==> config.mk <==
export PLATFORM = sky130hd
export DESIGN_NAME = prog_counter_flat
export DESIGN_NICKNAME = d
export VERILOG_FILES = /design/src/rtl/prog_counter_if.sv /design/src/rtl/prog_counter.sv /design/src/flat_wrapper.sv
export SDC_FILE = /design/constraint.sdc
export NUM_CORES = 1
export LEC_CHECK = 0
export BUFFER_PORTS_ARGS = -buffer_cell sky130_fd_sc_hd__buf_2
export CAP_MARGIN = 0
export CORE_UTILIZATION = 25
export DETAILED_ROUTE_END_ITERATION = 16
export GPL_ROUTABILITY_DRIVEN = 0
export PLACE_DENSITY = 0.51
export SLEW_MARGIN = 40
export SYNTH_ARGS = -nofsm -noshare
export SYNTH_HDL_FRONTEND = slang
export SYNTH_SLANG_ARGS = --single-unit
==> constraint.sdc <==
create_clock -name clk -period 4.1 [get_ports clk]
set_clock_uncertainty 0.15 [all_clocks]
set_input_delay 0.205 -clock clk [delete_from_list [all_inputs] [get_ports clk]]
set_output_delay 0.205 -clock clk [all_outputs]
set_load 0.05 [all_outputs]
==> src/rtl/prog_counter_if.sv <==
// prog_counter_if: control and status bundle of the programmable counter.
interface prog_counter_if #(parameter int WIDTH = 16, parameter int PRESCALE_WIDTH = 8);
    logic enable;
    logic dir;
    logic [1:0] mode;
    logic load;
    logic [WIDTH-1:0] load_value;
    logic [WIDTH-1:0] limit;
    logic [PRESCALE_WIDTH-1:0] prescale;
    logic clear_flags;
    logic [WIDTH-1:0] count;
    logic tc;
    logic overflow;
    logic running;
    modport master (
        output enable, dir, mode, load, load_value, limit, prescale, clear_flags,
        input count, tc, overflow, running
    );
    modport slave (
        input enable, dir, mode, load, load_value, limit, prescale, clear_flags,
        output count, tc, overflow, running
    );
endinterface

==> src/rtl/prog_counter.sv <==
// prog_counter: programmable up/down counter with prescaler, wrap/saturate/one-shot
// terminal behaviour, terminal-count pulse and sticky overflow.
module prog_counter #(
    parameter int WIDTH = 16,
    parameter int PRESCALE_WIDTH = 8
) (
    input logic clk,
    input logic reset,
    prog_counter_if.slave bus
);
    localparam logic [WIDTH-1:0] one = 1;
    localparam logic [PRESCALE_WIDTH-1:0] pone = 1;
    logic [PRESCALE_WIDTH-1:0] pre_cnt;
    logic tick;
    logic term;
    logic hold;
    logic [WIDTH-1:0] next_count;
    always_comb begin
        tick = bus.enable && bus.running && (pre_cnt >= bus.prescale);
        term = bus.dir ? (bus.count == '0) : (bus.count >= bus.limit);
        hold = (bus.mode == 2'b01) || (bus.mode == 2'b10);
        next_count = !term ? (bus.dir ? bus.count - one : bus.count + one)
                   : hold ? bus.count
                   : bus.dir ? bus.limit : '0;
    end
    // load drops a coincident tick, but clear_flags still acts on that cycle
    always_ff @(posedge clk) begin
        if (reset) begin
            bus.count <= '0;
            bus.tc <= 1'b0;
            bus.overflow <= 1'b0;
            bus.running <= 1'b1;
            pre_cnt <= '0;
        end else if (bus.load) begin
            bus.count <= bus.load_value;
            bus.tc <= 1'b0;
            bus.overflow <= bus.overflow && !bus.clear_flags;
            bus.running <= 1'b1;
            pre_cnt <= '0;
        end else begin
            bus.tc <= tick && term;
            bus.overflow <= (tick && term) || (bus.overflow && !bus.clear_flags);
            if (tick) begin
                bus.count <= next_count;
                pre_cnt <= '0;
                if (term && bus.mode == 2'b10) bus.running <= 1'b0;
            end else if (bus.enable && bus.running) begin
                pre_cnt <= pre_cnt + pone;
            end
        end
    end
endmodule

==> src/flat_wrapper.sv <==
// flat-port wrapper written by rule: the top's interface ports become plain ports
module prog_counter_flat 
#(
    parameter int WIDTH = 16,
    parameter int PRESCALE_WIDTH = 8
)
  (clk, reset, bus_enable, bus_dir, bus_mode, bus_load, bus_load_value, bus_limit, bus_prescale, bus_clear_flags, bus_count, bus_tc, bus_overflow, bus_running);
  prog_counter_if #(.WIDTH(WIDTH), .PRESCALE_WIDTH(PRESCALE_WIDTH)) bus_i ();
  input logic clk;
  input logic reset;
  input wire logic [$bits(bus_i.enable)-1:0] bus_enable;
  input wire logic [$bits(bus_i.dir)-1:0] bus_dir;
  input wire logic [$bits(bus_i.mode)-1:0] bus_mode;
  input wire logic [$bits(bus_i.load)-1:0] bus_load;
  input wire logic [$bits(bus_i.load_value)-1:0] bus_load_value;
  input wire logic [$bits(bus_i.limit)-1:0] bus_limit;
  input wire logic [$bits(bus_i.prescale)-1:0] bus_prescale;
  input wire logic [$bits(bus_i.clear_flags)-1:0] bus_clear_flags;
  output wire logic [$bits(bus_i.count)-1:0] bus_count;
  output wire logic [$bits(bus_i.tc)-1:0] bus_tc;
  output wire logic [$bits(bus_i.overflow)-1:0] bus_overflow;
  output wire logic [$bits(bus_i.running)-1:0] bus_running;
  assign bus_i.enable = bus_enable;
  assign bus_i.dir = bus_dir;
  assign bus_i.mode = bus_mode;
  assign bus_i.load = bus_load;
  assign bus_i.load_value = bus_load_value;
  assign bus_i.limit = bus_limit;
  assign bus_i.prescale = bus_prescale;
  assign bus_i.clear_flags = bus_clear_flags;
  assign bus_count = bus_i.count;
  assign bus_tc = bus_i.tc;
  assign bus_overflow = bus_i.overflow;
  assign bus_running = bus_i.running;
  prog_counter #(.WIDTH(WIDTH), .PRESCALE_WIDTH(PRESCALE_WIDTH)) u_core (.clk(clk), .reset(reset), .bus(bus_i));
endmodule
==> flow_metrics.env <==
export IMPL_timing_final_ws_setup_ns=1.04
export IMPL_post_cts_resized=0
export IMPL_place_area_mm2=0.00314
export IMPL_io_buffers=66
export IMPL_synth_top_area_frac=0.200
export IMPL_ant_nets=0
export IMPL_worst_setup_path_end_kind="flip-flop"
export IMPL_rows=37
export IMPL_synth_seq_cells=27
export IMPL_async_flop_share=0
export IMPL_core_area_mm2=0.0104
export IMPL_p_leak_uw=0.00153
export IMPL_synth_cells=344
export IMPL_maxCapViolCount=0
export IMPL_crit_required_ns=4.11
export IMPL_vias=2754
export IMPL_powerDensity_mw_per_mm2=234
export IMPL_die_h_um=106
export IMPL_routed_wl_um=8420
export IMPL_ys_flop_type="dfxtp_1"
export IMPL_netlist_top_cells_area="dfxtp_1 (20%), ha_1 (19%), a21oi_1 (4.8%)"
export IMPL_antenna_found_initial=0
export IMPL_period_minus_slack_ns=3.06
export IMPL_cts_made_buffers=3
export IMPL_rsz0062_at_grt="no"
export IMPL_place_hpwl_um=6540
export IMPL_syn_area_mm2=0.00270
export IMPL_cp_arrival_ns=3.07
export IMPL_setup_viol=0
export IMPL_vdd_ir_drop_max_v=0.000102
export IMPL_timing_final_max_slew_violations=0
export IMPL_ys_warnings_count=0
export IMPL_fin_hold_ws_ns=0.0352
export IMPL_cts_sinks=27
export IMPL_grt_pass1_wl_um=13900
export IMPL_initial_utilization=0.259
export IMPL_hold_viol_final=0
export IMPL_worstPathMaxFanout=13
export IMPL_cts_hold_buf=0
export IMPL_synth_cell_types=52
export IMPL_worst_pin_slew_ns=0.871
export IMPL_grt_pass1_vias=2753
export IMPL_seq_area_frac_synth=0.200
export IMPL_track_usage=0.154
export IMPL_cts_tree="yes"
export IMPL_overflow=0
export IMPL_vias_per_cell=5.12
export IMPL_worstSetupStartpointType="flip-flop"
export IMPL_syn_area_per_cell_um2=7.85
export IMPL_synth_edff_count=0
export IMPL_cts_max_level=1
export IMPL_tns_ns=0
export IMPL_slew_headroom=0.417
export IMPL_fillers=1155
export IMPL_cts_setup_buffers=0
export IMPL_clock_latency_ns=0.28
export IMPL_wl_per_cell_um=15.7
export IMPL_drive_gt1_frac=0.187
export IMPL_drc=0
export IMPL_dp_worst_setup_slack_ns=1.09
export IMPL_status="completed"
export IMPL_postLayoutCellArea_mm2=0.00318
export IMPL_nets=492
export IMPL_grt_max_degree=32
export IMPL_antennaDiodeCount=0
export IMPL_design_portCount=67
export IMPL_fmax_ghz=0.327
export IMPL_drtIter0Drc=136
export IMPL_die_x_um=106
export IMPL_syn_num_nets=433
export IMPL_clockBufferDepth=2
export IMPL_clk_pin_slew_ns=0.10
export IMPL_firstDrtPassIters=6
export IMPL_cts_root_buf="clkbuf_8"
export IMPL_finalPower_uw=747
export IMPL_critical_path_class="flip-flop to flip-flop"
export IMPL_syn_to_final_growth_pct=17.9
export IMPL_die_area_mm2=0.0112
export IMPL_yosys_area_top_type="dfxtp_1"
export IMPL_fin_crit_sh=0.746
export IMPL_min_path_type="input pin to flip-flop"
==> kinds of logic after synthesis <==
logic type / after synthesis / synth area share
compound gates: 103 / 0.258
xor+xnor: 18 / 0.0584
mux: 5 / 0.0204
simple gates: 106 / 0.203
flops: 27 / 0.200
fa+ha+maj: 41 / 0.193
buf+inv: 44 / 0.0672
==> path summary, 6_finish.rpt <==
| path | from | to | slack, ns | cells past startpoint |
|---|---|---|---|---|
| worst min register to register | u_core.bus.overflow | u_core.bus.overflow | 0.35 | 1 |
| worst max-delay path | u_core.bus.count[9] | u_core.bus.count[5] | 1.04 | 8 |
| worst min-delay path | bus_load_value[2] | u_core.bus.count[2] | 0.04 | 3 |
| worst max register to register | u_core.bus.count[9] | u_core.bus.count[5] | 1.04 | 8 |
==> routing by layer <==
metal | wire [um] | GRT usage
met4 | 191 | 0.0546
met5 | 0 | 0
met1 | 3930 | 0.206
met2 | 3890 | 0.253
met3 | 406 | 0.0215
==> cell usage in the layout (no fill, tap or decap), drive strengths merged, types with 5 or more instances in the layout <==
cell type  netlist  routed
o22ai            8       8
ha              40      40
dfxtp           27      27
o221ai           5       5
buf              4      66
a31oi            8       8
nand4            6       6
nand2           31      31
a311oi           5       5
nor2            24      24
xor2            11      11
a21o             5       5
nor2b            5       5
nor4             7       7
a21oi           27      27
o21ai           20      20
inv             32      32
nand4b           5       5
a211oi           8       8
and3             7       7
xnor2            7       7
==> stage by stage <==
step | std cells | utilization
final | 538 | 0.306
after global routing | 538 | 0.306
after CTS | 538 | 0.306
after detailed placement | 534 | 0.301
after global placement | 534 | 0.301
after floorplan | 344 | -
==> critical path, stage by stage, from the launching register on <==
cell and delay [ns]:
dfxtp_1 0.46, ha_1 0.28, a21oi_1 0.14, o21ai_1 0.12
a2111oi_2 0.52, o21ai_2 0.27, a31o_1 0.51, a311oi_1 0.35
o22ai_1 0.13
==> registers in the layout, indices dropped and copies added (netlist names) <==
name	flops
u_core.bus.running	1
u_core.pre_cnt	8
u_core.bus.tc	1
u_core.bus.overflow	1
u_core.bus.count	16
==> Yosys cell counts (2+ instances only) <==
cell type,number
a211oi_1,8
a21o_1,5
a21oi_1,26
a22oi_1,2
a311oi_1,5
a31o_1,3
a31oi_1,7
and2_1,2
and3_1,7
and4_1,2
buf_6,2
clkbuf_1,8
dfxtp_1,27
ha_1,40
inv_1,32
mux2i_1,4
nand2_1,31
nand2b_1,4
nand3_1,4
nand4_1,6
nand4b_1,5
nor2_1,24
nor2b_1,5
nor3_1,3
nor3b_1,3
nor4_1,6
o21ai_0,5
o21ai_1,14
o21bai_1,2
o221ai_1,5
o22ai_1,8
o311ai_0,3
xnor2_1,7
xor2_1,11
==> report_power, final <==
| part | total [uW] | switching, uW | internal (uW) |
|---|---|---|---|
| combinational | 298 | 185 | 113 |
| sequential | 290 | 17.5 | 273 |
| clock | 159 | 89.0 | 69.8 |
==> layout make-up <==
cell class | count | area, um2 | share of cell area
Multi-Input combinational cell | 273 | 1980 | 0.621
Sequential cell | 27 | 541 | 0.170
Timing Repair Buffer | 66 | 330 | 0.104
Tap cell | 136 | 170 | 0.0534
Inverter | 32 | 120 | 0.0377
Clock buffer | 4 | 45.0 | 0.0141
Note: power is estimated with default switching activity, not from simulation.
